===== config.mk =====
export PLATFORM = sky130hd
export DESIGN_NAME = dvp_window_packer
export DESIGN_NICKNAME = d
export VERILOG_FILES = /design/src/rtl/dvp_pkg.sv /design/src/rtl/sync_fifo.sv /design/src/rtl/dvp_window_packer.sv
export SDC_FILE = /design/constraint.sdc
export NUM_CORES = 2
export LEC_CHECK = 0
export CAP_MARGIN = 20
export CELL_PAD_IN_SITES_DETAIL_PLACEMENT = 2
export CELL_PAD_IN_SITES_GLOBAL_PLACEMENT = 2
export CORE_MARGIN = 4
export CORE_UTILIZATION = 40
export CTS_BUF_LIST = sky130_fd_sc_hd__clkbuf_2 sky130_fd_sc_hd__clkbuf_4 sky130_fd_sc_hd__clkbuf_8
export DETAILED_ROUTE_END_ITERATION = 10
export GPL_TIMING_DRIVEN = 0
export HOLD_SLACK_MARGIN = 0.08
export PLACE_DENSITY_LB_ADDON = 0.1
export SLEW_MARGIN = 10
export SYNTH_ARGS = -nofsm -noshare
export SYNTH_HDL_FRONTEND = slang
export SYNTH_HIERARCHICAL = 1
export SYNTH_SLANG_ARGS = --single-unit
export TNS_END_PERCENT = 30

===== constraint.sdc =====
create_clock -name i_dvp_pclk -period 6.65 [get_ports i_dvp_pclk]
set_clock_uncertainty 0.15 [all_clocks]
set_input_delay 1.33 -clock i_dvp_pclk [delete_from_list [all_inputs] [get_ports i_dvp_pclk]]
set_output_delay 1.33 -clock i_dvp_pclk [all_outputs]
set_load 0.02 [all_outputs]

===== src/rtl/dvp_pkg.sv =====
// Shared types for the DVP capture front end: FSM states, beat sideband
// bits and the bytes-per-beat helper.
package dvp_pkg;

    typedef enum logic [1:0] {
        ST_IDLE     = 2'd0,
        ST_WAIT_SOF = 2'd1,
        ST_ACTIVE   = 2'd2,
        ST_DROP     = 2'd3
    } dvp_state_e;

    typedef struct packed {
        logic tuser;
        logic tlast;
    } dvp_side_t;

    function automatic int beat_bytes(input int dvp_width, input int axis_width);
        return axis_width / dvp_width;
    endfunction

endpackage


===== src/rtl/sync_fifo.sv =====
// Single-clock first-word-fall-through FIFO with a registered output word.
// The output register counts toward the depth, so 'full' means P_DEPTH words held.
module sync_fifo #(
    parameter int P_WIDTH = 66,
    parameter int P_DEPTH = 16
) (
    input  logic               clk,
    input  logic               rst_n,
    input  logic               wr_en,
    input  logic [P_WIDTH-1:0] wr_data,
    input  logic               rd_en,
    output logic [P_WIDTH-1:0] rd_data,
    output logic               full,
    output logic               empty
);

    localparam int AW = $clog2(P_DEPTH);

    logic [P_WIDTH-1:0] mem [P_DEPTH];
    logic [AW-1:0]      wr_ptr;
    logic [AW-1:0]      rd_ptr;
    logic [AW:0]        mem_cnt;
    logic [AW:0]        occ;
    logic               rd_valid;
    logic               pop;
    logic               load;
    logic               push;

    assign occ   = mem_cnt + {{AW{1'b0}}, rd_valid};
    assign full  = (occ == (AW+1)'(P_DEPTH));
    assign empty = !rd_valid;
    assign pop   = rd_valid && rd_en;
    assign load  = (mem_cnt != '0) && (!rd_valid || pop);
    // A pop in the same cycle frees a slot, so a write while full still lands.
    assign push  = wr_en && (!full || pop);

    always_ff @(posedge clk) begin
        if (push) begin
            mem[wr_ptr] <= wr_data;
        end
    end

    always_ff @(posedge clk or negedge rst_n) begin
        if (!rst_n) begin
            wr_ptr   <= '0;
            rd_ptr   <= '0;
            mem_cnt  <= '0;
            rd_valid <= 1'b0;
            rd_data  <= '0;
        end else begin
            if (push) begin
                wr_ptr <= wr_ptr + AW'(1);
            end
            if (load) begin
                rd_ptr   <= rd_ptr + AW'(1);
                rd_data  <= mem[rd_ptr];
                rd_valid <= 1'b1;
            end else if (pop) begin
                rd_valid <= 1'b0;
            end
            case ({push, load})
                2'b10:   mem_cnt <= mem_cnt + (AW+1)'(1);
                2'b01:   mem_cnt <= mem_cnt - (AW+1)'(1);
                default: mem_cnt <= mem_cnt;
            endcase
        end
    end

endmodule


===== src/rtl/dvp_window_packer.sv =====
// DVP sensor capture: crop window, frame decimation, byte packing into
// AXI-Stream beats with tuser/tlast, output buffer and frame/overflow stats.
module dvp_window_packer
    import dvp_pkg::*;
#(
    parameter int P_DVP_DATA_WIDTH  = 8,
    parameter int P_AXIS_DATA_WIDTH = 64,
    parameter int P_FIFO_DEPTH      = 16,
    parameter int P_CNT_WIDTH       = 12
) (
    input  logic                         i_dvp_pclk,
    input  logic                         i_dvp_rstn,
    input  logic                         i_dvp_vsync,
    input  logic                         i_dvp_href,
    input  logic [P_DVP_DATA_WIDTH-1:0]  i_dvp_data,
    input  logic                         i_en,
    input  logic [P_CNT_WIDTH-1:0]       i_x_start,
    input  logic [P_CNT_WIDTH-1:0]       i_x_end,
    input  logic [P_CNT_WIDTH-1:0]       i_y_start,
    input  logic [P_CNT_WIDTH-1:0]       i_y_end,
    input  logic [3:0]                   i_frame_skip,
    input  logic                         i_clr_stat,
    output logic                         m_axis_tvalid,
    input  logic                         m_axis_tready,
    output logic [P_AXIS_DATA_WIDTH-1:0] m_axis_tdata,
    output logic                         m_axis_tuser,
    output logic                         m_axis_tlast,
    output logic [15:0]                  o_frame_cnt,
    output logic [15:0]                  o_ovf_cnt,
    output logic [1:0]                   o_dbg_state
);

    localparam int K      = beat_bytes(P_DVP_DATA_WIDTH, P_AXIS_DATA_WIDTH);
    localparam int LANE_W = (K > 1) ? $clog2(K) : 1;
    localparam int FW     = P_AXIS_DATA_WIDTH + 2;

    dvp_state_e                  state, state_nxt;
    logic                        vsync_r, vsync_d, href_r, href_d;
    logic [P_DVP_DATA_WIDTH-1:0] data_r;
    logic                        sof, vs_rise, href_fall;
    logic [P_CNT_WIDTH-1:0]      x_start_q, x_end_q, y_start_q, y_end_q;
    logic [P_CNT_WIDTH-1:0]      col, line;
    logic [3:0]                  skip_cnt;
    logic [LANE_W-1:0]           lane;
    logic [P_AXIS_DATA_WIDTH-1:0] acc, acc_ins, beat_data;
    logic                        beat_vld, beat_last;
    logic                        keep, close;
    logic                        frame_wrote;
    logic                        fifo_full, fifo_empty, fifo_pop;
    logic                        wr_try, wr_ok, ovf_hit, frame_done;
    dvp_side_t                   wr_side, rd_side;
    logic [FW-1:0]               rd_word;

    assign sof       = vsync_d && !vsync_r;
    assign vs_rise   = vsync_r && !vsync_d;
    assign href_fall = href_d && !href_r;

    always_ff @(posedge i_dvp_pclk or negedge i_dvp_rstn) begin
        if (!i_dvp_rstn) begin
            vsync_r <= 1'b0;
            vsync_d <= 1'b0;
            href_r  <= 1'b0;
            href_d  <= 1'b0;
            data_r  <= '0;
        end else begin
            vsync_r <= i_dvp_vsync;
            vsync_d <= vsync_r;
            href_r  <= i_dvp_href;
            href_d  <= href_r;
            data_r  <= i_dvp_data;
        end
    end

    // Stream handshake: a beat moves when tvalid && tready; tvalid comes only
    // from buffer occupancy and tdata/tuser/tlast hold until the beat moves.
    assign fifo_pop   = m_axis_tvalid && m_axis_tready;
    assign wr_try     = beat_vld && (state == ST_ACTIVE);
    assign wr_ok      = wr_try && (!fifo_full || fifo_pop);
    assign ovf_hit    = wr_try && !wr_ok;
    assign frame_done = (state == ST_ACTIVE) && vs_rise && (frame_wrote || wr_ok);

    always_comb begin
        state_nxt = state;
        case (state)
            ST_IDLE:     if (vsync_r) state_nxt = ST_WAIT_SOF;
            ST_WAIT_SOF: if (sof) state_nxt = (i_en && skip_cnt == 4'd0) ? ST_ACTIVE : ST_DROP;
            ST_ACTIVE: begin
                if (vs_rise)      state_nxt = ST_WAIT_SOF;
                else if (ovf_hit) state_nxt = ST_DROP;
            end
            ST_DROP:     if (vs_rise) state_nxt = ST_WAIT_SOF;
            default:     state_nxt = ST_IDLE;
        endcase
    end

    always_ff @(posedge i_dvp_pclk or negedge i_dvp_rstn) begin
        if (!i_dvp_rstn) state <= ST_IDLE;
        else             state <= state_nxt;
    end

    assign o_dbg_state = state;

    always_ff @(posedge i_dvp_pclk or negedge i_dvp_rstn) begin
        if (!i_dvp_rstn) begin
            skip_cnt  <= 4'd0;
            x_start_q <= '0;
            x_end_q   <= '0;
            y_start_q <= '0;
            y_end_q   <= '0;
        end else if (sof && state != ST_IDLE) begin
            skip_cnt  <= (skip_cnt == 4'd0) ? i_frame_skip : skip_cnt - 4'd1;
            x_start_q <= i_x_start;
            x_end_q   <= i_x_end;
            y_start_q <= i_y_start;
            y_end_q   <= i_y_end;
        end
    end

    always_ff @(posedge i_dvp_pclk or negedge i_dvp_rstn) begin
        if (!i_dvp_rstn) begin
            col  <= '0;
            line <= '0;
        end else begin
            col <= href_r ? col + P_CNT_WIDTH'(1) : '0;
            if (sof)            line <= '0;
            else if (href_fall) line <= line + P_CNT_WIDTH'(1);
        end
    end

    assign keep  = (state == ST_ACTIVE) && href_r &&
                   (col >= x_start_q) && (col <= x_end_q) &&
                   (line >= y_start_q) && (line <= y_end_q);
    assign close = keep && ((lane == LANE_W'(K-1)) || (col == x_end_q));

    always_comb begin
        acc_ins = acc;
        for (int i = 0; i < K; i++) begin
            if (lane == LANE_W'(i)) acc_ins[i*P_DVP_DATA_WIDTH +: P_DVP_DATA_WIDTH] = data_r;
        end
    end

    // Lanes are cleared after each closing beat so a short beat carries zeros.
    always_ff @(posedge i_dvp_pclk or negedge i_dvp_rstn) begin
        if (!i_dvp_rstn) begin
            lane      <= '0;
            acc       <= '0;
            beat_vld  <= 1'b0;
            beat_data <= '0;
            beat_last <= 1'b0;
        end else begin
            beat_vld <= close;
            if (sof) begin
                lane <= '0;
                acc  <= '0;
            end else if (close) begin
                beat_data <= acc_ins;
                beat_last <= (col == x_end_q);
                lane      <= '0;
                acc       <= '0;
            end else if (keep) begin
                acc  <= acc_ins;
                lane <= lane + LANE_W'(1);
            end
        end
    end

    always_ff @(posedge i_dvp_pclk or negedge i_dvp_rstn) begin
        if (!i_dvp_rstn) begin
            frame_wrote <= 1'b0;
            o_frame_cnt <= 16'd0;
            o_ovf_cnt   <= 16'd0;
        end else begin
            if (sof)        frame_wrote <= 1'b0;
            else if (wr_ok) frame_wrote <= 1'b1;
            if (i_clr_stat) begin
                o_frame_cnt <= 16'd0;
                o_ovf_cnt   <= 16'd0;
            end else begin
                if (frame_done) o_frame_cnt <= o_frame_cnt + 16'd1;
                if (ovf_hit && o_ovf_cnt != 16'hFFFF) o_ovf_cnt <= o_ovf_cnt + 16'd1;
            end
        end
    end

    assign wr_side.tuser = !frame_wrote;
    assign wr_side.tlast = beat_last;

    sync_fifo #(
        .P_WIDTH (FW),
        .P_DEPTH (P_FIFO_DEPTH)
    ) u_fifo (
        .clk     (i_dvp_pclk),
        .rst_n   (i_dvp_rstn),
        .wr_en   (wr_try),
        .wr_data ({wr_side, beat_data}),
        .rd_en   (m_axis_tready),
        .rd_data (rd_word),
        .full    (fifo_full),
        .empty   (fifo_empty)
    );

    assign rd_side       = rd_word[FW-1 -: 2];
    assign m_axis_tvalid = !fifo_empty;
    assign m_axis_tdata  = rd_word[P_AXIS_DATA_WIDTH-1:0];
    assign m_axis_tuser  = rd_side.tuser;
    assign m_axis_tlast  = rd_side.tlast;

endmodule


==> results_dict.tcl <==
set metrics [dict create \
    outcome "completed" \
    powerDensity_nw_per_um2 353 \
    rsz0062_at_grt "false" \
    synth.largest_area_cell "edfxtp_1" \
    dpl_cell_area_um2 59700 \
    io_pins 168 \
    drt-total-wl_mm 156 \
    die_area_um2 144000 \
    post_cts_buffers 0 \
    rows 135 \
    viasPerCell 5.58 \
    clockBufferDepth 3 \
    grt_first_pass_wirelength_mm 232 \
    ys_top_cells_by_area "edfxtp_1 58%, dfrtp_1 15%, mux4_2 11%, mux2_2 2.5%, ha_1 1.7%" \
    cts_buffers 230 \
    cp_max_fo 10 \
    end_kind "flop" \
    synthMuxAreaShare_pct 14.5 \
    clk_pin_slew_worst_paths_ns 0.06 \
    synthSimpleGateAreaFrac_pct 3.43 \
    critPathKind "in -> reg" \
    synth_top_family_by_area "multiplexers" \
    critPathLaunchType "primary input" \
    area_growth_pct 17.6 \
    clock-sinks 1392 \
    first_pass_iters 7 \
    slew_viol_final 0 \
    yosys_warnings 6 \
    synthArstFlopShare_pct 24.1 \
    synth_edf_count 1056 \
    final_hold_viol_count 0 \
    holdWs_ns 0.273 \
    layout_common_cells "1056 x edfxtp_1, 336 x dfrtp_1, 269 x clkbuf_8, 264 x mux4_2, 167 x nand2_1" \
    fillers 12389 \
    min_period_ns 5.06 \
    ys_seq_area_share_pct 72.9 \
    drtAntennaViolNets 0 \
    dpl.hpwl_mm 104 \
    max-vdd-ir-drop_mv 0.198 \
    grtUsageTotal_pct 22.1 \
    port_buffers 167 \
    hp-class "reg -> reg" \
    ys_types 61 \
    syn_area_um2 55000 \
    grt_overflow 0 \
    antenna_found_initial 9 \
    drt_iter0_markers 2232 \
    layout-drive-gt1-share_pct 25.5 \
    vias 30135 \
    post-route-cell-area_um2 64700 \
    final_common_cell "edfxtp_1" \
    layout.nets 3552 \
    htree_levels 4 \
    netlist_instances 2982 \
    grt_max_degree 97 \
    finalSetupViolations 0 \
    period_share_pct 76.1 \
    synth_xor_area_share_pct 0.875 \
    crit_required_ns 7.30 \
    grt_use_met3_pct 3.54 \
    drc 0 \
    start_util_pct 40.4 \
    synth_top_cell_area_share_pct 57.6 \
    fp.dieH_um 379 \
    maxCapViolCount 0 \
    ys_ff_latch 1392 \
    synth.avg_cell_area_um2 18.5 \
    cts_hold_buffers 1 \
    grt_use_met2_pct 37.8 \
    die_w_um 379 \
    first_global_vias 33988 \
    synth_compound_area_share_pct 4.54 \
    clock_latency_ns 0.96 \
    tritoncts "yes" \
    cts-root-buf "clkbuf_8" \
    tightest_slew_ns 1.14 \
    cts_resized 0 \
    synth_flop_cell "edfxtp_1" \
    met1_usage_pct 29.1 \
    gp_congestion 0.760 \
    dp.cells 4957 \
    max_freq_ghz 0.198 \
    synthAdderAreaFrac_pct 1.72 \
    p_total_w 0.0228 \
    core_um2 136000 \
    maxSlewHeadroom_pct 24.0 \
    stdcell_count 5402 \
    top_usage_layer "met2" \
    power.leakage_nw 24.5 \
    wl_per_cell_um 28.9 \
    syn_nets 3124 \
    cp.arrival_ns 5.71 \
]
[through the flow]
step                utilization, %  setup TNS [ns]  setup WS, ns
CTS                           47.5               0          1.66
global placement              43.3        -4348.06        -12.16
detailed placement            43.8               0         0.622
finish                        47.5               0          1.59
global route                  47.5               0          1.54
floorplan                        -               0          1.58
[cell families (layout without fill, tap and decap cells)]
| family | count (synthesis) | after routing |
|---|---|---|
| buffers and inverters | 232 | 866 |
| AO/OA/AOI/OAI | 385 | 385 |
| XOR/XNOR | 55 | 55 |
| adder cells (fa/ha/maj) | 75 | 75 |
| multiplexers | 448 | 448 |
| other | 0 | 5 |
| AND/OR/NAND/NOR | 395 | 395 |
| flip-flops | 1392 | 1392 |
[worst paths after layout]
| kind | startpoint | end | slack, ns | cells past startpoint |
|---|---|---|---|---|
| max in group asynchronous | i_dvp_rstn | u_fifo/rd_data[41] | 4.17 | 5 |
| max reg2reg | u_fifo/mem_cnt[1] | u_fifo/mem_cnt[4] | 2.11 | 11 |
| min reg2reg | vsync_r | vsync_d | 0.27 | 0 |
| min | vsync_r | vsync_d | 0.27 | 0 |
| min in group asynchronous | i_dvp_rstn | o_frame_cnt[13] | 0.62 | 2 |
| max | m_axis_tready | u_fifo/mem_cnt[4] | 1.59 | 12 |
[critical path, stage by stage]
cell             delay [ns]
clkdlybuf4s50_1        0.56
nand2b_1               0.15
a21boi_1               0.71
clkbuf_2               0.75
clkbuf_1               0.66
ha_1                   0.41
ha_1                   0.32
a21o_1                 0.20
a21oi_1                0.18
xor2_1                 0.19
nor2_1                 0.08
xor2_1                 0.15
[cell type report]
cell class,count,area [µm²],share of cell area (%)
antenna,5,12.5,0.0193
buffer,164,847,1.31
clock buffer,376,4510,6.96
clock inverter,62,495,0.765
inverter,68,255,0.394
multi-input combinational,1358,13900,21.5
sequential,1392,40100,62.0
tap,1781,2230,3.44
timing repair buffer,196,2350,3.63
[synth_stat cells (all sizes together), types with 25 or more instances]
library cell and instances:
inv 68, nand3 30, and2 28, a21oi 102
xor2 27, edfxtp 1056, buf 72, xnor2 28
a32o 56, nand2 167, dfrtp 336, and3 25
mux2 173, o21ai 64, o22ai 116, mux4 264
clkbuf 92, ha 74, nor2 64
[state kept, by name (all words and copies together), names as in the netlist, 2 cells and up]
name	flops
u_fifo/wr_ptr	4
col	12
line	12
x_start_q	12
u_fifo/rd_data	66
acc	64
y_start_q	12
data_r	8
o_dbg_state	2
x_end_q	12
skip_cnt	4
o_frame_cnt	16
u_fifo/mem	1056
beat_data	64
u_fifo/rd_ptr	4
y_end_q	12
lane	3
u_fifo/mem_cnt	5
o_ovf_cnt	16
[power breakdown]
| part | switching, W | internal, W |
|---|---|---|
| combinational | 0.00306 | 0.00182 |
| clock | 0.00357 | 0.00446 |
| sequential | 0.000282 | 0.00966 |
| total | 0.00691 | 0.0159 |
[layer usage]
| layer | share of wire [%] | wire (µm) | vias to the layer above |
|---|---|---|---|
| met5 | 0.0045 | 7 | - |
| met4 | 2.5 | 3950 | 2 |
| met3 | 3.9 | 6030 | 234 |
| met2 | 51 | 79200 | 720 |
| met1 | 43 | 67000 | 16403 |
| li1 | - | - | 12776 |
Note: power is estimated with default switching activity, not from simulation.
